$ cat src/rtl/button_pkg.sv
// Shared definitions for the pushbutton conditioning path: FSM state encoding
// and time-to-cycle conversion helpers used to size the debounce counters.
package button_pkg;

  typedef enum logic [1:0] {
    RELEASED     = 2'd0,
    PRESS_WAIT   = 2'd1,
    PRESSED      = 2'd2,
    RELEASE_WAIT = 2'd3
  } btn_state_e;

  // Divide first so that large clock rates cannot overflow the product.
  function automatic int unsigned us_to_cycles(input int unsigned clk_hz,
                                               input int unsigned us);
    return (clk_hz / 32'd1000000) * us;
  endfunction

  function automatic int unsigned ms_to_cycles(input int unsigned clk_hz,
                                               input int unsigned ms);
    return (clk_hz / 32'd1000) * ms;
  endfunction

endpackage

$ cat src/rtl/sync_2ff.sv
// Two-stage synchroniser for one asynchronous input pin. RST_VAL sets the
// idle level both flops return to on reset.
module sync_2ff #(
  parameter logic RST_VAL = 1'b0
) (
  input  logic clk,
  input  logic rst,
  input  logic d,
  output logic q
);

  logic meta_r;
  logic sync_r;

  // Metastability filter: d is only trusted after the second flop.
  always_ff @(posedge clk or posedge rst) begin
    if (rst) begin
      meta_r <= RST_VAL;
      sync_r <= RST_VAL;
    end else begin
      meta_r <= d;
      sync_r <= meta_r;
    end
  end

  assign q = sync_r;

endmodule

$ cat src/rtl/button_debounce.sv
// Pushbutton conditioner: synchroniser, stable-count debounce FSM and
// registered press/release strobes. Long-press strobe: BUTTON_DEBOUNCE_LONGPRESS_EN.
module button_debounce
  import button_pkg::*;
#(
  parameter int unsigned CLK_HZ      = 32'd25000000,
  parameter int unsigned DEBOUNCE_US = 32'd10000,
  parameter int unsigned ACTIVE_LOW  = 32'd0,
  parameter int unsigned LONG_MS     = 32'd1000
) (
  input  logic clk,
  input  logic rst,
  input  logic btn_raw,
  output logic btn_level,
  output logic btn_press,
  output logic btn_release,
  output logic btn_long
);

  localparam int unsigned N     = us_to_cycles(CLK_HZ, DEBOUNCE_US);
  localparam int unsigned CNT_W = $clog2(N);
  localparam logic [CNT_W-1:0] CNT_LAST = CNT_W'(N - 32'd1);
  localparam logic [CNT_W-1:0] CNT_ONE  = CNT_W'(32'd1);
  localparam logic SYNC_IDLE = (ACTIVE_LOW != 32'd0) ? 1'b1 : 1'b0;

  logic             sync_q_s;
  logic             s_s;
  btn_state_e       state_r;
  btn_state_e       state_n;
  logic [CNT_W-1:0] cnt_r;
  logic [CNT_W-1:0] cnt_n;
  logic             level_r;
  logic             level_n;
  logic             press_r;
  logic             press_n;
  logic             release_r;
  logic             release_n;

  sync_2ff #(
    .RST_VAL (SYNC_IDLE)
  ) u_sync (
    .clk (clk),
    .rst (rst),
    .d   (btn_raw),
    .q   (sync_q_s)
  );

  assign s_s = (ACTIVE_LOW != 32'd0) ? ~sync_q_s : sync_q_s;

  // Debounce next-state: the first mismatching sample already counts as one,
  // so the level flips on the N-th consecutive mismatching sample.
  always_comb begin
    state_n   = state_r;
    cnt_n     = cnt_r;
    level_n   = level_r;
    press_n   = 1'b0;
    release_n = 1'b0;
    case (state_r)
      RELEASED: begin
        if (s_s) begin
          state_n = PRESS_WAIT;
          cnt_n   = CNT_ONE;
        end else begin
          cnt_n   = '0;
        end
      end
      PRESS_WAIT: begin
        if (!s_s) begin
          state_n = RELEASED;
          cnt_n   = '0;
        end else if (cnt_r == CNT_LAST) begin
          state_n = PRESSED;
          cnt_n   = '0;
          level_n = 1'b1;
          press_n = 1'b1;
        end else begin
          cnt_n   = cnt_r + 1'b1;
        end
      end
      PRESSED: begin
        if (!s_s) begin
          state_n = RELEASE_WAIT;
          cnt_n   = CNT_ONE;
        end else begin
          cnt_n   = '0;
        end
      end
      RELEASE_WAIT: begin
        if (s_s) begin
          state_n = PRESSED;
          cnt_n   = '0;
        end else if (cnt_r == CNT_LAST) begin
          state_n   = RELEASED;
          cnt_n     = '0;
          level_n   = 1'b0;
          release_n = 1'b1;
        end else begin
          cnt_n     = cnt_r + 1'b1;
        end
      end
      default: begin
        state_n = RELEASED;
        cnt_n   = '0;
        level_n = 1'b0;
      end
    endcase
  end

  // Debounce state, counter and registered outputs.
  always_ff @(posedge clk or posedge rst) begin
    if (rst) begin
      state_r   <= RELEASED;
      cnt_r     <= '0;
      level_r   <= 1'b0;
      press_r   <= 1'b0;
      release_r <= 1'b0;
    end else begin
      state_r   <= state_n;
      cnt_r     <= cnt_n;
      level_r   <= level_n;
      press_r   <= press_n;
      release_r <= release_n;
    end
  end

  assign btn_level   = level_r;
  assign btn_press   = press_r;
  assign btn_release = release_r;

`ifdef BUTTON_DEBOUNCE_LONGPRESS_EN
  localparam int unsigned LONG_N = ms_to_cycles(CLK_HZ, LONG_MS);
  localparam int unsigned HCNT_W = $clog2(LONG_N + 32'd1);
  localparam logic [HCNT_W-1:0] HCNT_SAT  = HCNT_W'(LONG_N);
  localparam logic [HCNT_W-1:0] HCNT_LAST = HCNT_W'(LONG_N - 32'd1);

  logic [HCNT_W-1:0] hcnt_r;
  logic [HCNT_W-1:0] hcnt_n;
  logic              long_r;
  logic              long_n;

  // Hold timer: survives a bounce back to PRESSED, saturation gives one pulse per press.
  always_comb begin
    hcnt_n = hcnt_r;
    long_n = 1'b0;
    if ((state_r == PRESS_WAIT) && (state_n == PRESSED)) begin
      hcnt_n = '0;
    end else if ((state_r == RELEASE_WAIT) && (state_n == RELEASED)) begin
      hcnt_n = '0;
    end else if (((state_r == PRESSED) || (state_r == RELEASE_WAIT)) &&
                 (hcnt_r != HCNT_SAT)) begin
      hcnt_n = hcnt_r + 1'b1;
      long_n = (hcnt_r == HCNT_LAST);
    end else begin
      hcnt_n = hcnt_r;
    end
  end

  // Hold timer and long-press strobe registers.
  always_ff @(posedge clk or posedge rst) begin
    if (rst) begin
      hcnt_r <= '0;
      long_r <= 1'b0;
    end else begin
      hcnt_r <= hcnt_n;
      long_r <= long_n;
    end
  end

  assign btn_long = long_r;
`else
  assign btn_long = 1'b0;
`endif

endmodule

$ cat config.mk
export PLATFORM = sky130hd
export DESIGN_NAME = button_debounce
export DESIGN_NICKNAME = d
export VERILOG_FILES = /design/src/rtl/button_pkg.sv /design/src/rtl/sync_2ff.sv /design/src/rtl/button_debounce.sv
export SDC_FILE = /design/constraint.sdc
export NUM_CORES = 1
export LEC_CHECK = 0
export ABC_AREA = 1
export CAP_MARGIN = 20
export CORE_MARGIN = 2
export CORE_UTILIZATION = 52
export DETAILED_ROUTE_END_ITERATION = 6
export GPL_TIMING_DRIVEN = 0
export PLACE_DENSITY = 0.73
export RECOVER_POWER = 25
export SLEW_MARGIN = 20
export SYNTH_ARGS = -nofsm -noshare
export SYNTH_HDL_FRONTEND = slang
export SYNTH_SLANG_ARGS = --single-unit
$ cat constraint.sdc
create_clock -name clk -period 1.5 [get_ports clk]
set_clock_uncertainty 0.2 [all_clocks]
set_input_delay 0.3 -clock clk [delete_from_list [all_inputs] [get_ports clk]]
set_output_delay 0.3 -clock clk [all_outputs]
set_load 0.1 [all_outputs]
After elaboration in Yosys (flattened, before gate mapping)
Index checks and enable logic that the tools add are counted.
{"block": "totals", "reg_bits": 25, "in_bits": 3, "word_cells": 47, "output_inout_bits": 4}
{"block": "classes", "n_eq_ne": 12, "muxes": 23, "reduce_logical": 4, "n_addsub": 1}
{"op": "$pmux 18 s4", "count": 1}
{"op": "$mux 18", "count": 3}
{"op": "$add 18x1->18 const B", "count": 1}
{"op": "$eq 18x18->1 const B", "count": 1}
{"op": "$mux 2", "count": 6}
{"op": "$mux 1", "count": 11}
{"op": "$ne 2x2->1 const B", "count": 4}
{"op": "$pmux 2 s4", "count": 1}
{"op": "$reduce_and 5->1", "count": 1}
{"op": "$eq 2x2->1 const B", "count": 2}
{"op": "$ne 2x1->1 const B", "count": 2}
{"op": "$reduce_and 4->1", "count": 1}
{"op": "$ne 3x2->1 const B", "count": 1}
{"op": "$ne 3x3->1 const B", "count": 1}
{"op": "$eq 2x1->1 const B", "count": 1}
{"op": "$logic_not 2->1", "count": 1}
{"op": "$pmux 1 s2", "count": 1}
{"op": "$reduce_bool 2->1", "count": 1}

Logic depth before layout (Yosys ltp)
Gate-level depths: netlist of run 1.
{"block": "depth", "ltp_word": 4, "mapped_depth": 9, "depth_no_buf": 9}

Hierarchy
From an unflattened synthesis of run 1, not the netlist that was laid out.
{"block": "unflattened", "hier_cells": 171, "area_unflattened_um2": 1338.8}
{"mod": "button_debounce", "instances": 1, "cells_per_inst": 168, "seq_area_each_um2": 575.6, "area_each_um2": 1285.0}
{"mod": "sync_2ff", "instances": 1, "cells_per_inst": 3, "seq_area_each_um2": 50.0, "area_each_um2": 53.8}

Worst setup path after synthesis of run 1
Ideal clock, no wire load.
{"block": "synth_path", "path_kind": "register -> register", "from": "register cnt_r[0]", "to": "register cnt_r[0]", "arrival_time_ns": 1.231, "setup_ns": 0.128, "stages_incl_launch_ff": 7, "path_slack_ns": -0.059, "required_time_ns": 1.172, "period_less_slack_ns": 1.559, "n_path_buf": 0, "path_cell_list": "dfrtp_1 -> ha_1 -> nand3_1 -> nor2_1 -> nand3_1 -> nand2_1 -> a21oi_1"}
{"block": "synth_between", "elab_chain_len": 4, "elab_cells_between_ends": 6, "classes_between": "add/sub (1); eq/ne (1); mux (4)"}
{"element": "start, declared", "line": "button_debounce.sv:30", "text": "logic [CNT_W-1:0] cnt_r;"}
{"element": "start signal, assigned", "line": "button_debounce.sv:119", "text": "cnt_r <= cnt_n;"}
{"element": "$add 18x1->18 / $eq 18x18->1 (equally long branches)"}
{"element": "$mux 18 *", "line": "button_debounce.sv:71, button_debounce.sv:92"}
{"element": "$mux 18 (on tied branches)", "line": "button_debounce.sv:89, button_debounce.sv:68"}
{"element": "$pmux 18 s4 *", "line": "button_debounce.sv:58", "text": "case (state_r)"}
{"element": "named net cnt_n[0]", "line": "button_debounce.sv:31", "text": "logic [CNT_W-1:0] cnt_n;"}
The timed path passes the listed nets; every way through them passes the cells marked *.
A chain may end at the register's enable or synchronous reset.

Worst setup path after layout of run 1
{"block": "layout_path", "from": "register cnt_r[0]", "to": "register cnt_r[7]"}
The elaborated chain is that of the path after synthesis.

==> results of run 1 <==
[cell families after synthesis]
group / share of synthesized area
buffers and inverters: 0.0654
other: 0.00288
flip-flops: 0.481
AND/OR/NAND/NOR: 0.347
adder cells (fa/ha/maj): 0.00961
AO/OA/AOI/OAI: 0.0279
XOR/XNOR: 0.0663
[Yosys cell counts]
cell / count / area, µm²
nor2_1: 40 / 150
nand2_1: 39 / 146
dfrtp_1: 25 / 626
inv_1: 19 / 71.3
nand3_1: 10 / 50.1
nand4_1: 6 / 37.5
xnor2_1: 4 / 35.0
xor2_1: 4 / 35.0
nor2_2: 3 / 18.8
nor3_1: 3 / 15.0
a21oi_1: 2 / 10.0
a21oi_4: 1 / 16.3
buf_4: 1 / 7.51
conb_1: 1 / 3.75
ha_1: 1 / 12.5
inv_4: 1 / 6.26
nand2_2: 1 / 6.26
nand3_2: 1 / 10.0
nand3b_1: 1 / 7.51
nor3_2: 1 / 10.0
o21ai_0: 1 / 5.00
o21ai_1: 1 / 5.00
xor2_2: 1 / 16.3
[worst min-delay path by stage]
stage | start | end | slack (ns) | cells after the start
final | rst | u_sync.q | 0.15 | 2
after global routing | rst | cnt_r[13] | 0.19 | 2
after CTS | u_sync.meta_r | u_sync.q | 0.18 | 0
after floorplan | rst | asynchronous set/reset pin | 0.13 | 1
after global placement | u_sync.meta_r | u_sync.q | 0.13 | 0
after detailed placement | u_sync.meta_r | u_sync.q | 0.14 | 0
[power groups by stage]
stage               Combinational (µW)  Clock (µW)  Sequential (µW)
finish                             103         324              693
global route                       113         360              694
CTS                               72.4         319              691
detailed placement                56.3           0              702
global placement                  55.6           0              702
floorplan                         43.2           0              701
[registers in the layout (all words and copies together), names as in the netlist, named ones only]
signal         count
u_sync.meta_r      1
btn_press          1
u_sync.q           1
btn_level          1
state_r            1
cnt_r             18
btn_release        1
[final cells by class]
type,count,area [µm²]
Inverter,20,82.6
Tap cell,30,37.5
Fill cell,161,572
Clock inverter,1,7.51
Timing Repair Buffer,32,264
Buffer,1,7.51
Multi-Input combinational cell,121,798
Clock buffer,3,22.5
Timing Repair inverter,1,11.3
Sequential cell,25,629
[per-stage QoR]
step / TNS [ns] / util / hold slack [ns] / cells / total power (µW)
floorplan: -0.00464 / - / 0.127 / 167 / 744
global placement: -7.84 / 0.573 / 0.134 / 202 / 757
detailed placement: -9.38 / 0.573 / 0.144 / 202 / 759
CTS: -0.914 / 0.667 / 0.175 / 222 / 1080
global route: -2.65 / 0.765 / 0.192 / 234 / 1170
finish: -1.11 / 0.765 / 0.147 / 234 / 1120
[per-layer routing]
layer | up-vias | wire length, µm
li1 | 593 | -
met1 | 606 | 1390
met2 | 35 | 1860
met3 | 15 | 127
met4 | 0 | 142
met5 | - | 0
[worst max-delay path, stage by stage (launching register included)]
cell and delay [ns]:
dfrtp_2 0.44, buf_4 0.14, nand3_4 0.11, nor3_4 0.27, buf_4 0.17, xnor2_1 0.13, nor2_2 0.06
[what timing repair did]
action / 4_1_cts / 5_1_grt
gates resized for setup: 39 / 42
endpoints found under the setup margin: 25 / 23
cloned: 0 / 1
buffers inserted: 16 / 10
pin swaps: 10 / 14
[layout by cell type (no fill, tap or decap)]
master,synthesis,layout
xnor2_1,4,4
a21oi_2,0,1
inv_2,0,3
clkbuf_4,0,3
xor2_2,1,2
nand3b_1,1,1
ha_4,0,1
o21ai_1,1,2
nand3_1,10,2
conb_1,1,1
buf_6,0,3
inv_8,0,2
clkinvlp_4,0,1
nand4_1,6,6
dlygate4sd3_1,0,2
nor3_1,3,3
nor3_4,0,1
nor2_4,0,11
nor2_2,3,10
a21oi_4,1,1
dfrtp_2,0,3
buf_4,1,27
inv_1,19,16
xor2_1,4,3
nand3_2,1,6
dfrtp_1,25,22
nor2_1,40,22
nand2_1,39,33
buf_8,0,1
nand2_2,1,7
nand3_4,0,3
a21oi_1,2,1
==> impl_metrics.yaml, run 1 <==
status:
  outcome: "finished with violations"
  violations: "negative setup slack"
power:
  power.density_nw_per_um2: 602
  combPwrFrac: 0.092
  power_frac_seq: 0.619
  intPower_uw: 824
  switching_share: 0.264
  clockPowerShare: 0.289
  leakage_uw: 0.000802
  vdd_drop_max_v: 0.000727
  p_sw_uw: 296
clocking:
  postCtsHoldBufs: 0
  cts.path.max_buffers: 2
  clk_latency_ns: 0.33
  cts_tree: "done"
  cts_buffers: 3
  htree_levels: 1
  clockRootBuffer: "clkbuf_4"
  clk_pin_slew_ns: 0.15
  clock_sinks: 25
cells_and_area:
  layout.nets: 209
  drive_above_1_share: 0.422
  n_antenna_cell: 0
  syn_to_final_growth_pct: 43.0
  fin_area_um2: 1860
detailed_routing:
  via_count: 1249
  totalWireLength_um: 3530
  drc: 0
  drtIter0Drc: 43
  dr.pass1.iters: 4
  via_per_inst: 5.34
  ant_nets: 0
  drt-wirelength-per-cell_um: 15.1
global_route:
  busiest_layer: "met2"
  grt_pass1_vias: 1107
  gr-total-overflow: 0
  grt_start_max_net_pins: 26
  antenna_found_initial: 0
  grt_use_met2: 0.396
  grt.total_usage: 0.237
  grt_pass1_wl_um: 4780
  use_met3: 0.0361
  met1_usage: 0.296
placed_design:
  dpl.hpwl_um: 1810
  pre_cts_ws_ns: -0.464
  gp_congestion: 0.879
  placed_area_um2: 1390
  portBuffers: 5
yosys:
  synthCells: 167
  syn_area_per_cell_um2: 7.79
  synth_fp_nets: 171
  syn_area_um2: 1300
  yosysUniqueCellTypes: 23
  synth_seq_cells: 25
  yosysSeqAreaShare: 0.481
  yosys_warnings: 0
min_path:
  hold_path.class: "in -> async"
worst_setup_path:
  cp-start-kind: "register"
  critPathCaptureType: "register"
  ff2ff_path_depth: 6
  rr_endpoint: "cnt_r[7]"
  worstPathRequired_ns: 1.54
  crit_arrival_ns: 1.66
  r2r_start: "cnt_r[0]"
  endpoint: "cnt_r[7]"
  r2r_slack_ns: -0.12
  critPathKind: "reg -> reg"
  worst-path-max-fanout: 3
  critPathLaunch: "cnt_r[0]"
floorplan:
  initial_core_util: 0.535
  dieArea_um2: 2920
  rows: 18
  die_height_um: 54.0
  ioPinCount: 7
  die_w_um: 54.0
  coreArea_um2: 2430
flow_run:
  maxCapViolCount: 0
timing:
  hold_viol: 0
  drv_slew: 0
  timing.fmax_ghz: 0.618
  setup_ws_ns: -0.118
  period_minus_slack_ns: 1.62
  setup_viol: 18
  final.period_utilization: 1.08
  rsz0062_at_grt: "yes"
(Power assumes the default switching activity.)
==> run 2: changes to the inputs <==
--- a/config.mk
+++ b/config.mk
@@ -6,7 +6,7 @@
 export NUM_CORES = 1
 export LEC_CHECK = 0
 export ABC_AREA = 1
-export CAP_MARGIN = 20
+export CAP_MARGIN = 10
 export CORE_MARGIN = 2
 export CORE_UTILIZATION = 52
 export DETAILED_ROUTE_END_ITERATION = 6
==> impl_metrics.yaml, run 2 (same netlist as run 1, synthesis figures left out) <==
status:
  outcome: "finished with violations"
  violations: "negative setup slack"
cells_and_area:
  nFillCells: 155
  layout.nets: 209
  fin_area_um2: 1870
  syn_to_final_growth_pct: 43.5
  register_area_um2: 629
  final_common_cell: "nand2_1"
  layout.cells.non_filler: 234
  drive_above_1_share: 0.441
  n_antenna_cell: 0
  multiInputGateArea_um2: 808
  largest_reg_flops: 18
  mostFrequentLayoutCells: "nand2_1, buf_4, nor2_1, dfrtp_1, inv_1"
  regMostFlops: "cnt_r"
detailed_routing:
  totalWireLength_um: 3570
  drc: 0
  drt-wirelength-per-cell_um: 15.3
  dr.pass1.iters: 4
  drtIter0Drc: 43
  ant_nets: 0
  via_count: 1273
  via_per_inst: 5.44
floorplan:
  initial_core_util: 0.535
  coreArea_um2: 2430
  die_height_um: 54.0
  dieArea_um2: 2920
  die_w_um: 54.0
  ioPinCount: 7
  rows: 18
worst_setup_path:
  cp-start-kind: "register"
  r2r_start: "cnt_r[4]"
  critPathLaunch: "cnt_r[4]"
  crit_arrival_ns: 1.67
  critPathKind: "reg -> reg"
  worst-path-max-fanout: 5
  worstPathRequired_ns: 1.53
  critPathCaptureType: "register"
power:
  vdd_drop_max_v: 0.000692
  leakage_uw: 0.000793
  power.density_nw_per_um2: 594
timing:
  period_minus_slack_ns: 1.64
  timing.fmax_ghz: 0.609
  drv_slew: 0
  setup_ws_ns: -0.141
  rsz0062_at_grt: "yes"
  finalSetupTns_ns: -1.80
  worst_slew_pin_slew_ns: 0.534
  final.period_utilization: 1.09
  maxSlewHeadroom: 0.643
  setup_viol: 22
  hold_viol: 0
clocking:
  cts_tree: "done"
  clk_pin_slew_ns: 0.13
  clockRootBuffer: "clkbuf_4"
  cts.path.max_buffers: 2
  cts_buffers: 3
  clock_sinks: 25
  clk_latency_ns: 0.33
  htree_levels: 1
global_route:
  grt_start_max_net_pins: 26
  grt_pass1_vias: 1107
  antenna_found_initial: 0
  grt.total_usage: 0.237
  gr-total-overflow: 0
  grt_pass1_wl_um: 4780
placed_design:
  dpl.hpwl_um: 1810
  placed_area_um2: 1390
  portBuffers: 5
  placed_cells: 202
  gp_congestion: 0.879
flow_run:
  maxCapViolCount: 0
min_path:
  hold_path.class: "reg -> reg"
  hp-start: "u_sync.meta_r"
[run 2: cell types whose count changed in the layout (fill, tap and decap cells not counted), sizes merged]
cell      previous run  this run
clkinvlp             1         2
inv                 21        20
[run 2: metrics by stage]
stage / power, µW / hold slack [ns] / setup WS [ns] / util
floorplan: 744 / 0.127 / -0.00232 / -
global route: 1150 / 0.184 / -0.197 / 0.767
global placement: 757 / 0.134 / -0.447 / 0.573
finish: 1110 / 0.168 / -0.141 / 0.767
CTS: 1080 / 0.175 / -0.0866 / 0.667
detailed placement: 759 / 0.144 / -0.464 / 0.573
[run 2: critical path, cell delays in order (launching register included)]
cell     delay (ns)
dfrtp_1        0.45
nor2_2         0.19
nand3_1        0.15
nor2_4         0.17
a21oi_4        0.08
buf_6          0.15
inv_8          0.09
nor2_2         0.05
[run 2: final timing paths]
path                       endpoint  slack [ns]  cells after the start
max                        cnt_r[8]       -0.14                      7
max in group asynchronous  cnt_r[2]        0.48                      2
min                        u_sync.q        0.17                      0
min reg2reg                u_sync.q        0.17                      0
min in group asynchronous  cnt_r[6]        0.28                      2
max reg2reg                cnt_r[8]       -0.14                      7
[run 2: report_power, final]
part | internal, µW | total [µW] | switching, µW
clock | 102 | 317 | 214
combinational | 36.3 | 99.3 | 63.1
sequential | 682 | 693 | 11.0
total | 821 | 1110 | 288
[run 2: final cells by class]
| cell class | instances | share of cell area |
|---|---|---|
| buffer | 1 | 0.00402 |
| clock buffer | 3 | 0.0121 |
| clock inverter | 1 | 0.00402 |
| inverter | 20 | 0.0462 |
| multi-input combinational | 121 | 0.433 |
| sequential | 25 | 0.337 |
| tap | 30 | 0.0201 |
| timing repair buffer | 32 | 0.137 |
| timing repair inverter | 1 | 0.00603 |
[run 2: routing by layer]
metal  vias up  global-route usage  share of wire  wire, µm
li1        595                   -              -         -
met1       614               0.296           0.40      1410
met2        52               0.396           0.54      1910
met3        12              0.0361          0.044       157
met4         0               0.121          0.025        89
met5         -                   0              0         0
[run 2: timing repair]
| item | 4_1_cts | 5_1_grt |
|---|---|---|
| pin swaps | 10 | 16 |
| setup endpoints to repair | 25 | 23 |
| gates resized for setup | 39 | 46 |
| buffers inserted | 16 | 11 |
| hold buffers | 0 | 0 |
| cloned | 0 | 1 |
